===== config.mk =====
export PLATFORM = sky130hd
export DESIGN_NAME = pio_command_issuer
export DESIGN_NICKNAME = d
export VERILOG_FILES = /design/src/rtl/pio_issuer_pkg.sv /design/src/rtl/pio_command_issuer_word_timer.sv /design/src/rtl/pio_command_issuer.sv
export SDC_FILE = /design/constraint.sdc
export NUM_CORES = 1
export LEC_CHECK = 0
export CAP_MARGIN = 5
export CELL_PAD_IN_SITES_DETAIL_PLACEMENT = 1
export CELL_PAD_IN_SITES_GLOBAL_PLACEMENT = 1
export CORE_ASPECT_RATIO = 0.8
export CORE_MARGIN = 10
export CORE_UTILIZATION = 30
export CTS_CLUSTER_DIAMETER = 100
export CTS_CLUSTER_SIZE = 20
export DETAILED_ROUTE_END_ITERATION = 6
export HOLD_SLACK_MARGIN = 0.03
export MAX_ROUTING_LAYER = met4
export PLACE_DENSITY = 0.74
export SLEW_MARGIN = 20
export SYNTH_ARGS = -nofsm -noshare
export SYNTH_HDL_FRONTEND = slang
export SYNTH_HIERARCHICAL = 1
export SYNTH_SLANG_ARGS = --single-unit
export TNS_END_PERCENT = 50

===== constraint.sdc =====
create_clock -name SIM_CLK -period 3.55 [get_ports SIM_CLK]
set_input_delay 0.5325 -clock SIM_CLK [delete_from_list [all_inputs] [get_ports SIM_CLK]]
set_output_delay 0.5325 -clock SIM_CLK [all_outputs]
set_load 0.05 [all_outputs]

===== src/rtl/pio_issuer_pkg.sv =====
// rtl/pio_issuer_pkg.sv - shared types and strobe slot constants for the PIO command issuer
package pio_issuer_pkg;

  typedef enum logic [1:0] {
    OP_LATCH   = 2'd0,
    OP_DARA_WR = 2'd1,
    OP_DARO_WR = 2'd2,
    OP_CLEAR   = 2'd3
  } op_e;

  typedef enum logic [1:0] {
    PH_W = 2'd0,
    PH_X = 2'd1,
    PH_Y = 2'd2,
    PH_Z = 2'd3
  } phase_e;

  typedef enum logic {
    ST_IDLE   = 1'b0,
    ST_ACTIVE = 1'b1
  } state_e;

  localparam int     X3_BIT   = 3;
  localparam phase_e X3_PHASE = PH_X;
  localparam int     W8_BIT   = 8;
  localparam phase_e W8_PHASE = PH_W;
  localparam int     Y8_BIT   = 8;
  localparam phase_e Y8_PHASE = PH_Y;

  typedef struct packed {
    logic lgav;
    logic pcg2v;
    logic dara;
    logic daro;
    logic parsv;
  } sel_t;

  function automatic sel_t decode_sel(op_e op);
    sel_t s;
    s = '0;
    case (op)
      OP_LATCH:   begin s.lgav = 1'b1; s.pcg2v = 1'b1; end
      OP_DARA_WR: s.dara  = 1'b1;
      OP_DARO_WR: s.daro  = 1'b1;
      OP_CLEAR:   s.parsv = 1'b1;
    endcase
    return s;
  endfunction

endpackage


===== src/rtl/pio_command_issuer_word_timer.sv =====
// rtl/pio_command_issuer_word_timer.sv - phase-cycle / phase / bit counters for one word time
module pio_word_timer
  import pio_issuer_pkg::*;
#(
  parameter int PHASE_CYCLES = 1,
  parameter int NUM_BITS     = 14,
  localparam int BW = $clog2(NUM_BITS + 1),
  localparam int PW = (PHASE_CYCLES > 1) ? $clog2(PHASE_CYCLES) : 1
) (
  input  logic          clk,
  input  logic          rst_n,
  input  logic          start,
  input  logic          clear,
  output logic          run_nxt,
  output logic [BW-1:0] bit_nxt,
  output logic [1:0]    phase_nxt,
  output logic          last_cycle
);

  logic          running;
  logic [PW-1:0] pcnt, pcnt_nxt;
  phase_e        phase, phase_n;
  logic [BW-1:0] bit_cnt;

  assign last_cycle = running && (pcnt == PW'(PHASE_CYCLES - 1)) &&
                      (phase == PH_Z) && (bit_cnt == BW'(NUM_BITS));
  assign phase_nxt  = phase_n;

  // The *_nxt view is the position being entered, so the top can register outputs aligned to it
  always_comb begin
    run_nxt  = running;
    pcnt_nxt = pcnt;
    phase_n  = phase;
    bit_nxt  = bit_cnt;
    if (clear) begin
      run_nxt  = 1'b0;
      pcnt_nxt = '0;
      phase_n  = PH_W;
      bit_nxt  = '0;
    end else if (start) begin
      run_nxt  = 1'b1;
      pcnt_nxt = '0;
      phase_n  = PH_W;
      bit_nxt  = BW'(1);
    end else if (running) begin
      if (pcnt == PW'(PHASE_CYCLES - 1)) begin
        pcnt_nxt = '0;
        if (phase == PH_Z) begin
          phase_n = PH_W;
          if (last_cycle) begin
            run_nxt = 1'b0;
            bit_nxt = '0;
          end else begin
            bit_nxt = bit_cnt + BW'(1);
          end
        end else begin
          phase_n = phase_e'(phase + 2'd1);
        end
      end else begin
        pcnt_nxt = pcnt + PW'(1);
      end
    end
  end

  always_ff @(posedge clk or negedge rst_n) begin
    if (!rst_n) begin
      running <= 1'b0;
      pcnt    <= '0;
      phase   <= PH_W;
      bit_cnt <= '0;
    end else begin
      running <= run_nxt;
      pcnt    <= pcnt_nxt;
      phase   <= phase_n;
      bit_cnt <= bit_nxt;
    end
  end

endmodule


===== src/rtl/pio_command_issuer.sv =====
// rtl/pio_command_issuer.sv - LVDC-side PIO command issuer driving LVDA address-decode latches
module pio_command_issuer
  import pio_issuer_pkg::*;
#(
  parameter int PHASE_CYCLES = 1,
  parameter int NUM_BITS     = 14
) (
  input  logic       SIM_CLK,
  input  logic       SIM_RST,
  input  logic       cmd_valid,
  output logic       cmd_ready,
  input  logic [1:0] cmd_op,
  input  logic [4:0] cmd_addr,
  input  logic       cmd_abort,
  output logic       V1,
  output logic       A3DV,
  output logic       A4DV,
  output logic       A5DV,
  output logic       A6DV,
  output logic       A7DV,
  output logic       A3DVN,
  output logic       A4DVN,
  output logic       A5DVN,
  output logic       A6DVN,
  output logic       A7DVN,
  output logic       LGAV,
  output logic       PCG2V,
  output logic       DARA,
  output logic       DARO,
  output logic       PARSV,
  output logic       X3,
  output logic       W8,
  output logic       Y8,
  output logic       done,
  output logic       aborted
);

  localparam int BW = $clog2(NUM_BITS + 1);

  state_e        state;
  op_e           op_q, op_eff;
  logic          v1_pre;
  logic [4:0]    dv_q, dvn_q;
  sel_t          sel_q;
  logic          x3_q, w8_q, y8_q;
  logic          accept, abort_now;
  logic          tm_run_nxt, tm_last;
  logic [BW-1:0] tm_bit;
  logic [1:0]    tm_phase;
  logic          hit_x3, hit_w8, hit_y8;

  assign cmd_ready = (state == ST_IDLE) && V1;
  assign accept    = cmd_valid && cmd_ready;
  assign abort_now = (state == ST_ACTIVE) && cmd_abort;
  assign op_eff    = (state == ST_IDLE) ? op_e'(cmd_op) : op_q;

  pio_word_timer #(
    .PHASE_CYCLES (PHASE_CYCLES),
    .NUM_BITS     (NUM_BITS)
  ) u_timer (
    .clk        (SIM_CLK),
    .rst_n      (SIM_RST),
    .start      (accept),
    .clear      (abort_now),
    .run_nxt    (tm_run_nxt),
    .bit_nxt    (tm_bit),
    .phase_nxt  (tm_phase),
    .last_cycle (tm_last)
  );

  // Strobe decode looks at the slot being entered so the registered strobe lines up with it
  assign hit_x3 = tm_run_nxt && (op_eff == OP_LATCH) &&
                  (tm_bit == BW'(X3_BIT)) && (phase_e'(tm_phase) == X3_PHASE);
  assign hit_w8 = tm_run_nxt && ((op_eff == OP_DARA_WR) || (op_eff == OP_CLEAR)) &&
                  (tm_bit == BW'(W8_BIT)) && (phase_e'(tm_phase) == W8_PHASE);
  assign hit_y8 = tm_run_nxt && (op_eff == OP_DARO_WR) &&
                  (tm_bit == BW'(Y8_BIT)) && (phase_e'(tm_phase) == Y8_PHASE);

  always_ff @(posedge SIM_CLK or negedge SIM_RST) begin
    if (!SIM_RST) begin
      state   <= ST_IDLE;
      op_q    <= OP_LATCH;
      v1_pre  <= 1'b0;
      V1      <= 1'b0;
      dv_q    <= '0;
      dvn_q   <= '0;
      sel_q   <= '0;
      x3_q    <= 1'b0;
      w8_q    <= 1'b0;
      y8_q    <= 1'b0;
      done    <= 1'b0;
      aborted <= 1'b0;
    end else begin
      v1_pre  <= 1'b1;
      V1      <= v1_pre;
      done    <= 1'b0;
      aborted <= 1'b0;
      x3_q    <= hit_x3;
      w8_q    <= hit_w8;
      y8_q    <= hit_y8;
      case (state)
        ST_IDLE: begin
          if (accept) begin
            state <= ST_ACTIVE;
            op_q  <= op_e'(cmd_op);
            dv_q  <= cmd_addr;
            dvn_q <= ~cmd_addr;
            sel_q <= decode_sel(op_e'(cmd_op));
          end
        end
        ST_ACTIVE: begin
          // Abort wins over a word end landing in the same cycle
          if (cmd_abort || tm_last) begin
            state   <= ST_IDLE;
            dv_q    <= '0;
            dvn_q   <= '0;
            sel_q   <= '0;
            aborted <= cmd_abort;
            done    <= !cmd_abort;
          end
        end
      endcase
    end
  end

  assign {A7DV, A6DV, A5DV, A4DV, A3DV}      = dv_q;
  assign {A7DVN, A6DVN, A5DVN, A4DVN, A3DVN} = dvn_q;
  assign {LGAV, PCG2V, DARA, DARO, PARSV}    = sel_q;
  assign X3 = x3_q;
  assign W8 = w8_q;
  assign Y8 = y8_q;

endmodule


==> flow_summary.json <==
{
  "status": "complete, no violations",
  "drc_errors": 0,
  "fmax_mhz": 421,
  "htreeDepth": 2,
  "die_y_microns": 80.1,
  "min_period_over_period_pct": 66.9,
  "die_area_sq_um": 7630,
  "ys_async_sr_fraction_pct": 100,
  "routed_wl_mm": 3.50,
  "start_util_pct": 31.7,
  "hold_class": "flop to flop",
  "hpwl_mm": 2.60,
  "grt-busiest-layer": "met2",
  "endpoint_kind": "primary output",
  "drv_cap": 0,
  "cts_tree": "yes",
  "cts-root-buf": "clkbuf_8",
  "netlist_area_sq_um": 1360,
  "firstDrtPassIters": 4,
  "ctsResizeCount": 0,
  "ys.flop_type": "dfrtp_1",
  "rsz0062_at_grt": "no",
  "met1_usage_pct": 13.1,
  "use_met2_pct": 15.3,
  "row_count": 21,
  "clock-sinks": 31,
  "vdd_ir_drop_max_mv": 0.224,
  "die_w_microns": 95.2,
  "viasPerCell": 4.88,
  "synth_top_area_share_pct": 57.2,
  "hold_start": "v1_pre",
  "avgSynthCellArea_sq_um": 11.8,
  "slew_headroom_pct": 64.9,
  "grt_pass1_vias": 1158,
  "syn_to_final_growth_pct": 34.0,
  "portBuffers": 32,
  "setup_viol": 0,
  "ctsHoldBuffers": 0,
  "yosysTopAreaCell": "dfrtp_1",
  "antenna_found_initial": 0,
  "clk_transition_reported_paths_ps": 70,
  "powerDensity_nw_per_um2": 567,
  "grt_max_degree": 32,
  "cts_buffer_depth": 2,
  "hold_violations": 0,
  "p_total_mw": 1.03,
  "grt_use_total_pct": 10.5,
  "met3_usage_pct": 4.09,
  "ys_ff_latch": 31,
  "post_cts_buffers": 0,
  "ios": 33,
  "min_period_ps": 2370,
  "synth_edf_count": 0,
  "synthesis.instances": 115,
  "crit_fanout": 10,
  "critPathKind": "flop to primary output",
  "detailedRoute.firstIterationViolations": 27,
  "yosysSeqAreaShare_pct": 57.2,
  "tns_ps": 0,
  "syn-num-nets": 129,
  "r2r-start": "u_timer/phase[0]",
  "synth_area_leaders": "dfrtp_1, o2bb2ai_1, nand2_1",
  "finClkSkew_ps": 7.00,
  "crit_path_max_incr_delay_ps": 800,
  "gr-total-overflow": 0,
  "gp_congestion": 0.726,
  "drt-wirelength-per-cell_microns": 16.7,
  "synth_cell_types": 36,
  "insertion_delay_ps": 280,
  "crit_path_cell_trace": "and2b_2 -> clkdlybuf4s50_1",
  "grt_pass1_wl_mm": 5.97,
  "worstPathArrival_ps": 1840,
  "nNetsFinal": 165,
  "numCtsBuffers": 5,
  "drive_gt1_share_pct": 13.8,
  "num_antenna_cells": 0,
  "critPathRequiredTime_ps": 3020,
  "r2r_cells": 7,
  "vias": 1020,
  "crit_slowest_cell": "clkdlybuf4s50_1",
  "p_leak_nw": 0.785,
  "core_area_sq_um": 4280,
  "holdPathStages": 0,
  "cp-startpoint": "state",
  "synth_warnings": 6,
  "worstMarginPinSlew_ps": 525,
  "ant_nets": 0,
  "cp-start-kind": "flop",
  "maxSlewViolCount": 0
}
[layer usage]
metal / routed length [microns] / share of wire [%]
met5: 0 / 0
met4: 44 / 1.3
met3: 189 / 5.4
met2: 1580 / 45
met1: 1680 / 48
[worst paths after layout]
path                                   to  slack (ps)
worst max-delay path            cmd_ready        1180
worst min-delay path                   V1         350
worst max register to register         W8        1230
worst min register to register         V1         350
max in group asynchronous              V1        2620
min in group asynchronous        dvn_q[1]         640
[layout by cell type (no fill, tap or decap), types with 2 or more instances in the layout]
cell | synthesis | final
o21ai_0 | 3 | 3
a211oi_1 | 2 | 2
a22o_2 | 4 | 4
ha_1 | 3 | 3
nand3_1 | 2 | 2
clkdlybuf4s50_1 | 0 | 32
clkbuf_8 | 0 | 7
nand2_1 | 11 | 11
nor2_1 | 7 | 7
or3_1 | 3 | 3
o2bb2ai_1 | 7 | 7
inv_1 | 3 | 3
nor3_1 | 6 | 6
a21oi_1 | 6 | 6
dfrtp_1 | 31 | 31
mux2i_1 | 3 | 3
[state kept, by name (all words and copies together), names as in the netlist]
signal	cells
dv_q	5
dvn_q	5
u_timer/bit_cnt	4
op_q	2
u_timer/phase	2
DARA	1
DARO	1
LGAV	1
PARSV	1
V1	1
W8	1
X3	1
Y8	1
aborted	1
done	1
state	1
u_timer/running	1
v1_pre	1
[layout make-up]
cell class / count / area (sq um)
flip-flops and latches: 31 / 776
repair buffers: 33 / 328
fillers: 469 / 2460
clock buffers: 8 / 100
inverters: 4 / 20.0
well taps: 57 / 71.3
multi-input cells: 76 / 523
[power by group]
part,switching [mW],internal [mW],total (mW),leakage [nW]
Combinational,0.175,0.105,0.281,0.327
Sequential,0.0445,0.399,0.444,0.407
Clock,0.129,0.177,0.306,0.0515
[cells in the mapped netlist (2+ instances only)]
library cell / instances
a22o_2: 4
nor2_1: 7
ha_1: 3
nand3_1: 2
buf_4: 2
or3_1: 3
inv_1: 3
o2bb2ai_1: 7
nand2_1: 11
a21oi_1: 6
dfrtp_1: 31
o21ai_0: 3
a211oi_1: 2
mux2i_1: 3
nor3_1: 6
buf_6: 2
[critical path: cells and delay by family, from the launching register on]
| family | cells | cell delay (ps) |
|---|---|---|
| AND/OR/NAND/NOR | 1 | 260 |
| flip-flops | 1 | 490 |
| buffers and inverters | 1 | 800 |
[cell families after synthesis]
kind of cell | after synthesis | share of synthesized area [%]
AND/OR/NAND/NOR | 41 | 17.2
flip-flops | 31 | 57.2
AO/OA/AOI/OAI | 28 | 16.1
buffers and inverters | 8 | 4.24
multiplexers | 3 | 2.21
adder cells (fa/ha/maj) | 3 | 2.77
other | 1 | 0.276
[metrics by stage]
stage | util (%) | instances | worst slack, ps | area, sq um | hold WS [ps]
after floorplan | - | 115 | 1670 | 1360 | 237
after global placement | 40.1 | 201 | 1340 | 1720 | 331
after detailed placement | 40.1 | 201 | 1140 | 1720 | 336
after CTS | 42.4 | 209 | 1150 | 1820 | 350
after global routing | 42.4 | 209 | 1080 | 1820 | 353
final | 42.4 | 209 | 1180 | 1820 | 350
Power figures use the tool's default switching activity.
